**config.mk**
```make
export PLATFORM = sky130hd
export DESIGN_NAME = tm_q_binder
export DESIGN_NICKNAME = d
export VERILOG_FILES = /design/src/rtl/tm_q_binder.sv
export SDC_FILE = /design/constraint.sdc
export NUM_CORES = 1
export LEC_CHECK = 0
export CAP_MARGIN = 10
export CORE_MARGIN = 8
export CORE_UTILIZATION = 45
export CTS_CLUSTER_DIAMETER = 40
export CTS_CLUSTER_SIZE = 20
export DETAILED_ROUTE_END_ITERATION = 8
export GPL_TIMING_DRIVEN = 0
export PLACE_DENSITY = 0.6
export SLEW_MARGIN = 10
export SYNTH_ARGS = -nofsm -noshare
export SYNTH_HDL_FRONTEND = slang
export SYNTH_SLANG_ARGS = --single-unit
```
**constraint.sdc**
```tcl
create_clock -name clk_i -period 11.4 [get_ports clk_i]
set_input_delay 3.42 -clock clk_i [delete_from_list [all_inputs] [get_ports clk_i]]
set_output_delay 3.42 -clock clk_i [all_outputs]
set_load 0.01 [all_outputs]
```
**src/rtl/tm_q_binder.sv**
```systemverilog
// Free-queue client: binds flows to first-level queues on first enqueue, counts resident
// packets per queue and returns a queue ID to the free pool once it drains.
module tm_q_binder #(
    parameter int unsigned Q_NBITS    = 4,
    parameter int unsigned FLOW_NBITS = 6,
    parameter int unsigned CNT_NBITS  = 8
) (
    input  logic                  clk_i,
    input  logic                  rst_ni,
    input  logic                  enq_req_i,
    input  logic [FLOW_NBITS-1:0] enq_flow_id_i,
    output logic                  enq_ready_o,
    output logic                  enq_rsp_valid_o,
    output logic                  enq_rsp_ok_o,
    output logic [Q_NBITS-1:0]    enq_rsp_q_idx_o,
    input  logic                  deq_req_i,
    input  logic [Q_NBITS-1:0]    deq_q_idx_i,
    input  logic [Q_NBITS-1:0]    freeq_head_i,
    input  logic [Q_NBITS:0]      freeq_count_i,
    output logic                  get_q_req_o,
    output logic                  dec_freeq_count_o,
    output logic                  rel_q_valid_o,
    output logic [Q_NBITS-1:0]    rel_q_idx_o,
    output logic                  err_underflow_o
);

    localparam int unsigned NumQ     = 1 << Q_NBITS;
    localparam int unsigned NumFlows = 1 << FLOW_NBITS;
    localparam logic [Q_NBITS:0]     PoolFull = (Q_NBITS+1)'(NumQ);
    localparam logic [CNT_NBITS-1:0] CntMax   = '1;
    localparam logic [CNT_NBITS-1:0] CntOne   = CNT_NBITS'(1);

    typedef enum logic [1:0] {StInit, StRun, StAwait} state_e;

    state_e state_q, state_d;

    logic [NumFlows-1:0]   flow_valid_q, flow_valid_d;
    logic [Q_NBITS-1:0]    flow_qid_q [NumFlows];
    logic [Q_NBITS-1:0]    flow_qid_d [NumFlows];
    logic [CNT_NBITS-1:0]  cnt_q [NumQ];
    logic [CNT_NBITS-1:0]  cnt_d [NumQ];
    logic [FLOW_NBITS-1:0] owner_q [NumQ];
    logic [FLOW_NBITS-1:0] owner_d [NumQ];

    logic                  rsp_valid_q, rsp_valid_d;
    logic                  rsp_ok_q, rsp_ok_d;
    logic [Q_NBITS-1:0]    rsp_q_q, rsp_q_d;
    logic                  rel_valid_q, rel_valid_d;
    logic [Q_NBITS-1:0]    rel_q_q, rel_q_d;
    logic                  err_q, err_d;
    logic                  get_q;

    logic                  enq_acc, deq_act, hit, same_q;
    logic [Q_NBITS-1:0]    hit_q;

    assign enq_acc = enq_req_i & (state_q == StRun);
    assign deq_act = deq_req_i & (state_q != StInit);
    assign hit     = flow_valid_q[enq_flow_id_i];
    assign hit_q   = flow_qid_q[enq_flow_id_i];
    // An enqueue and a dequeue on the same bound queue cancel out: count and binding are kept.
    assign same_q  = enq_acc & hit & deq_act & (deq_q_idx_i == hit_q);

    always_comb begin
        state_d      = state_q;
        flow_valid_d = flow_valid_q;
        flow_qid_d   = flow_qid_q;
        cnt_d        = cnt_q;
        owner_d      = owner_q;
        rsp_valid_d  = 1'b0;
        rsp_ok_d     = rsp_ok_q;
        rsp_q_d      = rsp_q_q;
        rel_valid_d  = 1'b0;
        rel_q_d      = rel_q_q;
        err_d        = err_q;
        get_q        = 1'b0;

        unique case (state_q)
            StInit:  if (freeq_count_i == PoolFull) state_d = StRun;
            StRun:   state_d = StRun;
            StAwait: state_d = StRun;
            default: state_d = StInit;
        endcase

        if (deq_act) begin
            if (cnt_q[deq_q_idx_i] == '0) begin
                err_d = 1'b1;
            end else if (!same_q) begin
                cnt_d[deq_q_idx_i] = cnt_q[deq_q_idx_i] - CntOne;
                if (cnt_q[deq_q_idx_i] == CntOne) begin
                    rel_valid_d                        = 1'b1;
                    rel_q_d                            = deq_q_idx_i;
                    flow_valid_d[owner_q[deq_q_idx_i]] = 1'b0;
                end
            end
        end

        if (enq_acc) begin
            rsp_valid_d = 1'b1;
            if (hit) begin
                rsp_q_d = hit_q;
                if (same_q) begin
                    rsp_ok_d = 1'b1;
                end else if (cnt_q[hit_q] != CntMax) begin
                    cnt_d[hit_q] = cnt_q[hit_q] + CntOne;
                    rsp_ok_d     = 1'b1;
                end else begin
                    rsp_ok_d = 1'b0;
                end
            end else if (freeq_count_i != '0) begin
                get_q                       = 1'b1;
                flow_valid_d[enq_flow_id_i] = 1'b1;
                flow_qid_d[enq_flow_id_i]   = freeq_head_i;
                cnt_d[freeq_head_i]         = CntOne;
                owner_d[freeq_head_i]       = enq_flow_id_i;
                rsp_ok_d                    = 1'b1;
                rsp_q_d                     = freeq_head_i;
                // Give the pool one cycle to advance head/count before the next pop.
                state_d                     = StAwait;
            end else begin
                rsp_ok_d = 1'b0;
                rsp_q_d  = '0;
            end
        end
    end

    always_ff @(posedge clk_i or negedge rst_ni) begin
        if (!rst_ni) begin
            state_q      <= StInit;
            flow_valid_q <= '0;
            flow_qid_q   <= '{default: '0};
            cnt_q        <= '{default: '0};
            owner_q      <= '{default: '0};
            rsp_valid_q  <= 1'b0;
            rsp_ok_q     <= 1'b0;
            rsp_q_q      <= '0;
            rel_valid_q  <= 1'b0;
            rel_q_q      <= '0;
            err_q        <= 1'b0;
        end else begin
            state_q      <= state_d;
            flow_valid_q <= flow_valid_d;
            flow_qid_q   <= flow_qid_d;
            cnt_q        <= cnt_d;
            owner_q      <= owner_d;
            rsp_valid_q  <= rsp_valid_d;
            rsp_ok_q     <= rsp_ok_d;
            rsp_q_q      <= rsp_q_d;
            rel_valid_q  <= rel_valid_d;
            rel_q_q      <= rel_q_d;
            err_q        <= err_d;
        end
    end

    assign enq_ready_o       = (state_q == StRun);
    assign enq_rsp_valid_o   = rsp_valid_q;
    assign enq_rsp_ok_o      = rsp_ok_q;
    assign enq_rsp_q_idx_o   = rsp_q_q;
    assign get_q_req_o       = get_q;
    assign dec_freeq_count_o = get_q;
    assign rel_q_valid_o     = rel_valid_q;
    assign rel_q_idx_o       = rel_q_q;
    assign err_underflow_o   = err_q;

endmodule

```
**After elaboration in Yosys (flattened, before gate mapping)**

Index checks and enable logic that the tools add are counted.

- Add/subtract/negate cells: 2
- Magnitude comparators: 12
- Equality and inequality tests: 6
- Muxes and demuxes: 65
- Bitwise gates (word level): 18
- Reduce and logical (&&, ||, !) cells: 14

Operators with widths:

| cell | number |
|---|---|
| 128-bit 2-to-1 mux | 8 |
| 64-bit 2-to-1 mux | 7 |
| 128-bit bitwise mux | 2 |
| 256-bit bitwise mux | 1 |
| 112-bit bitwise AND | 1 |
| 112-bit inverter | 1 |
| 96-bit bitwise mux | 1 |
| 8-bit demux with 4-bit select | 3 |
| 64-bit bitwise AND | 1 |
| 8-bit binary-select mux with 4-bit select | 2 |
| 64-bit inverter | 1 |
| 64-bit bitwise OR | 1 |
| 8-bit 2-to-1 mux | 7 |
| 4-bit binary-select mux with 6-bit select | 1 |
| 6-bit binary-select mux with 4-bit select | 1 |
| 4-bit demux with 6-bit select | 1 |
| 6-bit demux with 4-bit select | 1 |
| 4-bit 2-to-1 mux | 5 |
| 6-bit 2-to-1 mux | 3 |
| 16-bit bitwise OR | 1 |
| 5-bit >= comparator (second input constant) | 3 |
| 5-bit by 1-bit less-than comparator with 1-bit output (second input constant) | 3 |
| 4-bit inverter with 5-bit output | 3 |
| 6-bit by 7-bit less-than comparator with 1-bit output (second input constant) | 2 |
| 28 further kinds | 57 |

- Bits in registers: 558
- Input port bits: 23
- Output and inout port bits: 15
- Logic and storage cells: 221

**Logic depth before layout (Yosys ltp)**

Gate-level depths: netlist of run 1.

- Depth in word-level cells: 18
- Gate-level depth with buffers: 23

**Worst setup path after synthesis of run 1**

No wires, ideal clock.

- Kind: input to output
- From: input enq_flow_id_i[0]
- To: output get_q_req_o
- Arrival time: 6240 ps
- Path slack: 1740 ps
- Cell stages on the path: 14
- Path buffers: 8
- Cell sequence: buf_6 -> buf_4 -> buf_4 -> buf_4 -> buf_2 -> mux4_2 -> mux2i_1 -> nor2_1 -> a2111o_1 -> nor3_1 -> buf_2 -> and3_1 -> buf_2 -> buf_4

- Longest elaborated chain between the ends: 4

RTL lines:

| element | line | RTL |
|---|---|---|
| from (decl) | 11 | `input logic [FLOW_NBITS-1:0] enq_flow_id_i,` |
| 1-bit binary-select mux with 6-bit select | 58 | `assign hit = flow_valid_q[enq_flow_id_i];` |
| 1-bit 2-to-1 mux (implied by the code) | 58 |  |
| 1-bit 2-to-1 mux | 99 | `if (hit) begin` |
| 1-bit 2-to-1 mux | 97 | `if (enq_acc) begin` |
| to (decl) | 20 | `output logic get_q_req_o,` |

Every way passes these cells. The select of a mux whose other input is x is not followed.

**Worst setup path after layout of run 1**

- From: input enq_flow_id_i[1]
- To: output get_q_req_o

The elaborated chain is that of the path after synthesis.

==> results of run 1 <==
## worst max-delay path by stage
stage,startpoint,slack (ns),depth (start not counted),end
final,enq_flow_id_i[1],0.17,15,get_q_req_o
after global routing,enq_flow_id_i[2],0.03,14,get_q_req_o
after CTS,enq_flow_id_i[1],0.08,15,get_q_req_o
after detailed placement,enq_flow_id_i[2],-0.78,15,get_q_req_o
after global placement,rst_ni,-17.69,1,cnt_q[85]
after floorplan,enq_flow_id_i[0],1.74,14,get_q_req_o
## sequential cells by signal, indices dropped and copies added (netlist names)
name	cells
flow_qid_q	256
cnt_q	128
owner_q	96
flow_valid_q	64
enq_rsp_q_idx_o	4
rel_q_idx_o	4
state_q	2
enq_rsp_ok_o	1
enq_rsp_valid_o	1
err_underflow_o	1
rel_q_valid_o	1
## logic make-up after synthesis
kind of cell / Yosys count
AOI/OAI and AO/OA: 423
muxes: 624
adders and majority gates: 7
and+or+nand+nor: 783
DFF: 558
buffers and inverters: 217
xor gates and xnor gates: 15
## layer usage
metal  vias up  part of all wire (%)  track usage (%)
met4         0                   6.8             17.1
met1     12000                    39             37.8
met5         -                     0                0
met3       373                   8.1             6.40
met2      1318                    46             46.5
li1       9880                     -                -
## critical path, cell delays in order
cell	delay, ns
clkdlybuf4s50_1	0.48
buf_4	0.23
buf_4	0.26
buf_4	0.32
buf_6	0.30
mux4_2	0.54
nand2_1	0.09
a21oi_1	0.09
a211o_1	0.36
nor3_1	0.24
buf_2	0.25
and3_1	0.24
buf_4	0.27
buf_4	0.15
clkdlybuf4s50_1	0.52
## cells in the mapped netlist, drive strengths merged (7+ instances only)
cell,instances
nand2b,15
nand4,7
xnor2,8
xor2,7
a211oi,19
a22oi,16
o21ai,212
a22o,8
a31oi,8
buf,85
nand3,89
dfrtp,558
nor3,16
nand3b,12
nor4,14
nand2,393
clkbuf,116
o32ai,12
mux4,113
mux2,344
mux2i,167
o211ai,45
nor2b,13
nor2,152
inv,15
or2,22
o22ai,50
ha,7
a21oi,22
and2,15
## per-stage QoR
| stage | TNS (ns) | utilization, % |
|---|---|---|
| final | 0 | 53.1 |
| after CTS | 0 | 53.1 |
| after global placement | -9890.46 | 47.4 |
| after global routing | 0 | 53.1 |
| after detailed placement | -1.49 | 47.7 |
| after floorplan | 0 | - |
## final cells by class
type,count,area share (%)
flip-flops and latches,558,40.3
multi-input cells,1852,42.0
clock buffers,107,7.32
clock inverters,73,2.79
plain buffers,198,2.80
well taps,864,3.12
inverters,16,0.173
repair buffers,45,1.57
## power by group through the flow
stage / registers, mW / logic, mW / clock network (mW)
6_report: 2.86 / 2.12 / 3.10
5_1_grt: 2.91 / 2.28 / 3.23
4_1_cts: 2.84 / 2.09 / 3.13
3_5_place_dp: 2.87 / 2.08 / 0
3_3_place_gp: 2.85 / 2.02 / 0
2_1_floorplan: 2.75 / 1.44 / 0
## timing repair
item / in CTS / in global routing
gates cloned: 0 / 0
gates resized for setup: 9 / 1
endpoints found under the setup margin: 2 / 1
hold endpoints to repair: 0 / 0
## cell usage in the layout (no fill, tap or decap), types with 22 or more instances in the layout
cell	netlist	final
dfrtp_1	558	558
nand2_1	393	393
mux2_2	344	344
o21ai_0	205	205
mux2i_1	167	167
nor2_1	147	142
clkbuf_1	115	119
mux4_2	105	105
clkbuf_16	0	98
nand3_1	88	88
o22ai_1	50	50
o211ai_1	45	45
buf_2	51	40
clkdlybuf4s50_1	0	35
a21oi_1	22	22
or2_2	22	22
==> results.py, run 1 <==
metrics = {
    "yosys": {
        "yosysWarnings": 0,
        "synth_top_cell_by_area": "dfrtp_1",
        "ys_seq_area_share_pct": 47.3,
        "synth_edf_count": 0,
        "ys.flop_type": "dfrtp_1",
        "syn-num-nets": 2657,
        "synthMuxAreaShare_pct": 27.5,
        "syn-cell-area_mm2": 0.0295,
        "synth_area_leaders": "dfrtp_1, mux2_2, mux4_2, mux2i_1, nand2_1",
        "postSynthAreaPerCell_um2": 11.2,
        "synth_xor_area_share_pct": 0.445,
        "synth_cell_types": 81,
        "synth_compound_area_share_pct": 8.84,
        "synth_top_family_by_area": "multiplexers",
        "syn_inst": 2627,
        "synth_fa_ha_area_share_pct": 0.297,
        "async_flop_share_pct": 100,
        "netlist.area_leader.share_pct": 47.3,
        "yosys.area_share.simple_pct": 12.1,
        "ys_ff_latch": 558,
    },
    "placement": {
        "portBuffers": 36,
        "place_inst": 3536,
        "dp_slack_ns": -0.785,
        "gp_congestion": 0.977,
        "placed_area_mm2": 0.0311,
        "dp_hpwl_mm": 77.8,
    },
    "route": {
        "first_pass_iters": 6,
        "drtIter0Drc": 2375,
        "antenna_left": 0,
        "drc_errors": 0,
        "wl_mm": 111,
        "wl_per_cell_um": 29.8,
        "via_per_inst": 6.34,
        "num_vias": 23500,
    },
    "worst_setup_path": {
        "r2r_setup_slack_ns": 5.05,
        "reg2regPathDepth": 13,
        "crit_type": "input pin to primary output",
        "crit_path_max_fanout": 19,
        "cp-start-kind": "input pin",
        "timing.rr.end": "cnt_q[17]",
        "required_ns": 7.98,
        "cp-end-kind": "primary output",
        "r2r-start": "flow_qid_q[52]",
        "cp.arrival_ns": 7.81,
    },
    "power": {
        "combPwrFrac_pct": 26.3,
        "ir_worst_vdd_mv": 0.196,
        "power.density_mw_per_mm2": 233,
        "p_int_mw": 5.36,
        "fin_total_pwr_mw": 8.08,
        "p_sw_share_pct": 33.6,
        "p_leak_nw": 15.6,
        "power_switching_mw": 2.72,
        "clkPwrFrac_pct": 38.4,
        "seqPwrFrac_pct": 35.4,
    },
    "clock_network": {
        "clk_path_buf_depth": 3,
        "clock_latency_ns": 0.66,
        "cts-root-buf": "clkbuf_16",
        "hold_buffers": 0,
        "h-tree-depth": 3,
        "cts.clk_slew.worst_paths_ns": 0.05,
        "cts_tree": "done",
        "cts_made_buffers": 97,
        "cts_sinks": 558,
        "cts_setup_buffers": 0,
    },
    "grt": {
        "overflow": 0,
        "grt_pass1_wl_mm": 163,
        "grt_max_degree": 110,
        "antenna_found_initial": 0,
        "grt_usage_pct": 29.6,
        "first_global_vias": 24100,
    },
    "layout": {
        "multi_input_area_mm2": 0.0145,
        "layout-drive-gt1-share_pct": 26.5,
        "antennaDiodeCount": 0,
        "instances_no_fill": 3713,
        "regArea_mm2": 0.0140,
        "nets": 2798,
        "design_area_mm2": 0.0347,
        "fill_cells": 5724,
        "area_growth_pct": 17.5,
    },
    "timing": {
        "fmax_mhz": 89.0,
        "rsz0062_at_grt": "no",
        "hold_violations": 0,
        "skew_ns": 0.0295,
        "worstMarginPinSlew_ns": 1.38,
        "fin_crit_ns": 11.23,
        "drv_slew": 0,
        "relSlewSlack_pct": 7.90,
        "setup_viol": 0,
        "finalCritPeriodShare_pct": 98.5,
        "fin_hold_ws_ns": 0.470,
        "worst_slack_ns": 0.169,
    },
    "flow_run": {
        "drv_cap": 0,
    },
    "min_path": {
        "hold_start": "owner_q[79]",
        "min_path_cells": 2,
        "hold_path.class": "flop to flop",
        "hold-path-endpoint": "owner_q[79]",
    },
    "die": {
        "ios": 38,
        "initial_core_util_pct": 45.2,
        "fp.dieH_um": 272,
        "die_x_um": 272,
        "placementRows": 94,
        "core_mm2": 0.0653,
        "dieArea_mm2": 0.0740,
    },
    "outcome": {
        "status": "finished clean",
    },
}
(Power assumes the default switching activity.)
==> run 2: changes to the inputs <==
--- a/config.mk
+++ b/config.mk
@@ -8,10 +8,11 @@
 export CAP_MARGIN = 10
 export CORE_MARGIN = 8
-export CORE_UTILIZATION = 45
+export CORE_UTILIZATION = 40
 export CTS_CLUSTER_DIAMETER = 40
 export CTS_CLUSTER_SIZE = 20
 export DETAILED_ROUTE_END_ITERATION = 8
 export GPL_TIMING_DRIVEN = 0
-export PLACE_DENSITY = 0.6
+export PLACE_DENSITY = 0.55
+export SETUP_SLACK_MARGIN = 0.15
 export SLEW_MARGIN = 10
 export SYNTH_ARGS = -nofsm -noshare
==> constraint.sdc (replaced) <==
create_clock -name clk_i -period 11.4 [get_ports clk_i]
set_input_delay 2.28 -clock clk_i [delete_from_list [all_inputs] [get_ports clk_i]]
set_output_delay 2.28 -clock clk_i [all_outputs]
set_load 0.01 [all_outputs]
==> run 2 against run 1 <==
  * Combinational power is essentially flat
  * Power shrank 0.93%
  * Sequential power barely moved
  * Critical path type unchanged
  * Setup slack better by 1.1 ns
  * Critical endpoint unchanged
  * Final cell count increased by 2.6%
  * Core utilization decreased by 5.6 points
  * Critical path depth increased by 1
  * Clock skew rose by 0.013 ns
  * Sequential share of layout area hardly changed
==> results.py, run 2 (synthesis results as in run 1) <==
metrics = {
    "route": {
        "wl_per_cell_um": 29.6,
        "first_pass_iters": 5,
        "via_per_inst": 6.09,
        "drtIter0Drc": 2104,
        "num_vias": 23200,
        "wl_mm": 113,
        "antenna_left": 0,
        "drc_errors": 0,
    },
    "layout": {
        "final_common_cell": "dfrtp_1",
        "layout-drive-gt1-share_pct": 26.6,
        "nets": 2799,
        "largestRegisters": "flow_qid_q: 256 flops, cnt_q: 128 flops, owner_q: 96 flops",
        "regMostFlops": "flow_qid_q",
        "instances_no_fill": 3809,
        "layout_common_cells": "dfrtp_1, nand2_1, mux2_2",
        "area_growth_pct": 17.6,
        "post-route-util_pct": 47.5,
        "largest_reg_flops": 256,
    },
    "grt": {
        "overflow": 0,
        "grt_max_degree": 111,
        "grt_usage_pct": 27.0,
        "first_global_vias": 24000,
        "antenna_found_initial": 2,
        "grt_pass1_wl_mm": 165,
    },
    "worst_setup_path": {
        "slowest_stage": "clkdlybuf4s50_1",
        "crit_type": "input pin to primary output",
        "cp-start-kind": "input pin",
        "crit_family": "buffers and inverters",
        "worstPathBufferInverterCount": 10,
        "cp.arrival_ns": 7.90,
        "crit_chain": "clkdlybuf4s50_1, buf_2, buf_2, buf_2, buf_2, buf_2, nor3b_1, o21ai_0, a31oi_1, a2111o_1, nor3_1, buf_2, and3_1, buf_2, buf_4, clkdlybuf4s50_1",
        "cp-end-kind": "primary output",
        "path_common_cell": "buf_2",
        "required_ns": 9.12,
        "crit_path_max_fanout": 11,
        "slowest_delay_ns": 0.60,
    },
    "clock_network": {
        "cts_setup_buffers": 0,
        "cts_tree": "done",
        "cts_sinks": 558,
        "clock_latency_ns": 0.67,
        "h-tree-depth": 3,
        "cts_made_buffers": 95,
        "cts-root-buf": "clkbuf_16",
        "cts.clk_slew.worst_paths_ns": 0.06,
        "clk_path_buf_depth": 3,
        "post_cts_resized": 0,
        "hold_buffers": 0,
    },
    "timing": {
        "finalCritPeriodShare_pct": 89.3,
        "skew_ns": 0.0430,
        "relSlewSlack_pct": 12.8,
        "hold_violations": 0,
        "rsz0062_at_grt": "no",
        "fin_crit_ns": 10.18,
        "worstMarginPinSlew_ns": 1.30,
        "fin_hold_ws_ns": 0.472,
        "setup_viol": 0,
        "fmax_mhz": 98.2,
        "drv_slew": 0,
    },
    "die": {
        "dieArea_mm2": 0.0827,
        "core_mm2": 0.0730,
        "initial_core_util_pct": 40.4,
        "die_x_um": 288,
        "ios": 38,
        "placementRows": 99,
        "fp.dieH_um": 288,
    },
    "placement": {
        "portBuffers": 36,
        "dp_hpwl_mm": 79.8,
        "place_inst": 3631,
        "gp_congestion": 0.980,
    },
    "power": {
        "ir_worst_vdd_mv": 0.190,
        "p_leak_nw": 15.6,
        "power.density_mw_per_mm2": 231,
    },
    "flow_run": {
        "drv_cap": 0,
    },
    "outcome": {
        "status": "finished clean",
    },
    "min_path": {
        "hold_path.class": "flop to flop",
    },
}
[run 2: cell types whose count changed in the layout (fill, tap and decap cells not counted), sizes merged]
| cell | previous run | this run |
|---|---|---|
| inv | 40 | 33 |
| clkinv | 24 | 30 |
| buf | 92 | 95 |
| bufinv | 12 | 10 |
| clkbuf | 223 | 224 |
| clkinvlp | 13 | 12 |
| diode | 0 | 1 |
[run 2: final timing paths]
kind / start / slack [ns] / cells past startpoint / to
setup / recovery: enq_flow_id_i[2] / 1.22 / 16 / get_q_req_o
hold / removal: owner_q[3] / 0.47 / 2 / owner_q[3]
setup reg to reg: flow_qid_q[128] / 4.63 / 19 / cnt_q[68]
hold reg to reg: owner_q[3] / 0.47 / 2 / owner_q[3]
max in group asynchronous: rst_ni / 8.24 / 3 / cnt_q[43]
min in group asynchronous: rst_ni / 1.58 / 1 / flow_qid_q[169]
[run 2: final cells by class]
class                   instances  area (um^2)
fillers                      6666        38300
multi-input cells            1852        14500
flip-flops and latches        558        14000
clock buffers                 108         2560
well taps                     959         1200
plain buffers                 201          957
clock inverters                69          851
repair buffers                 45          548
inverters                      16         60.1
diodes                          1         2.50
[run 2: power breakdown]
part / total (mW) / internal (mW) / switching, mW
clock network: 3.02 / 1.88 / 1.14
registers: 2.87 / 2.51 / 0.358
logic: 2.12 / 0.920 / 1.20
total: 8.01 / 5.31 / 2.70
[run 2: tightest hold or removal path, stage by stage (launching register included)]
cell and delay (ns):
dfrtp_1 0.34, nand2_1 0.05, nand2_1 0.05
[run 2: stage by stage]
stage	TNS, ns	setup WS [ns]	cell area [um^2]	total power [mW]
6_report	0	1.22	34700	8.01
3_3_place_gp	-9361.40	-16.87	31100	4.92
3_5_place_dp	0	1.18	31300	4.98
5_1_grt	0	1.10	34700	8.35
2_1_floorplan	0	4.02	29500	4.19
4_1_cts	0	1.24	34700	8.01
[run 2: metal layers]
layer | vias up | track usage (%) | wire length, um
met5 | - | 0 | 0
met4 | 0 | 14.6 | 6760
met3 | 309 | 5.59 | 8300
met2 | 1123 | 42.7 | 51900
met1 | 11900 | 34.7 | 45800
li1 | 9881 | - | -
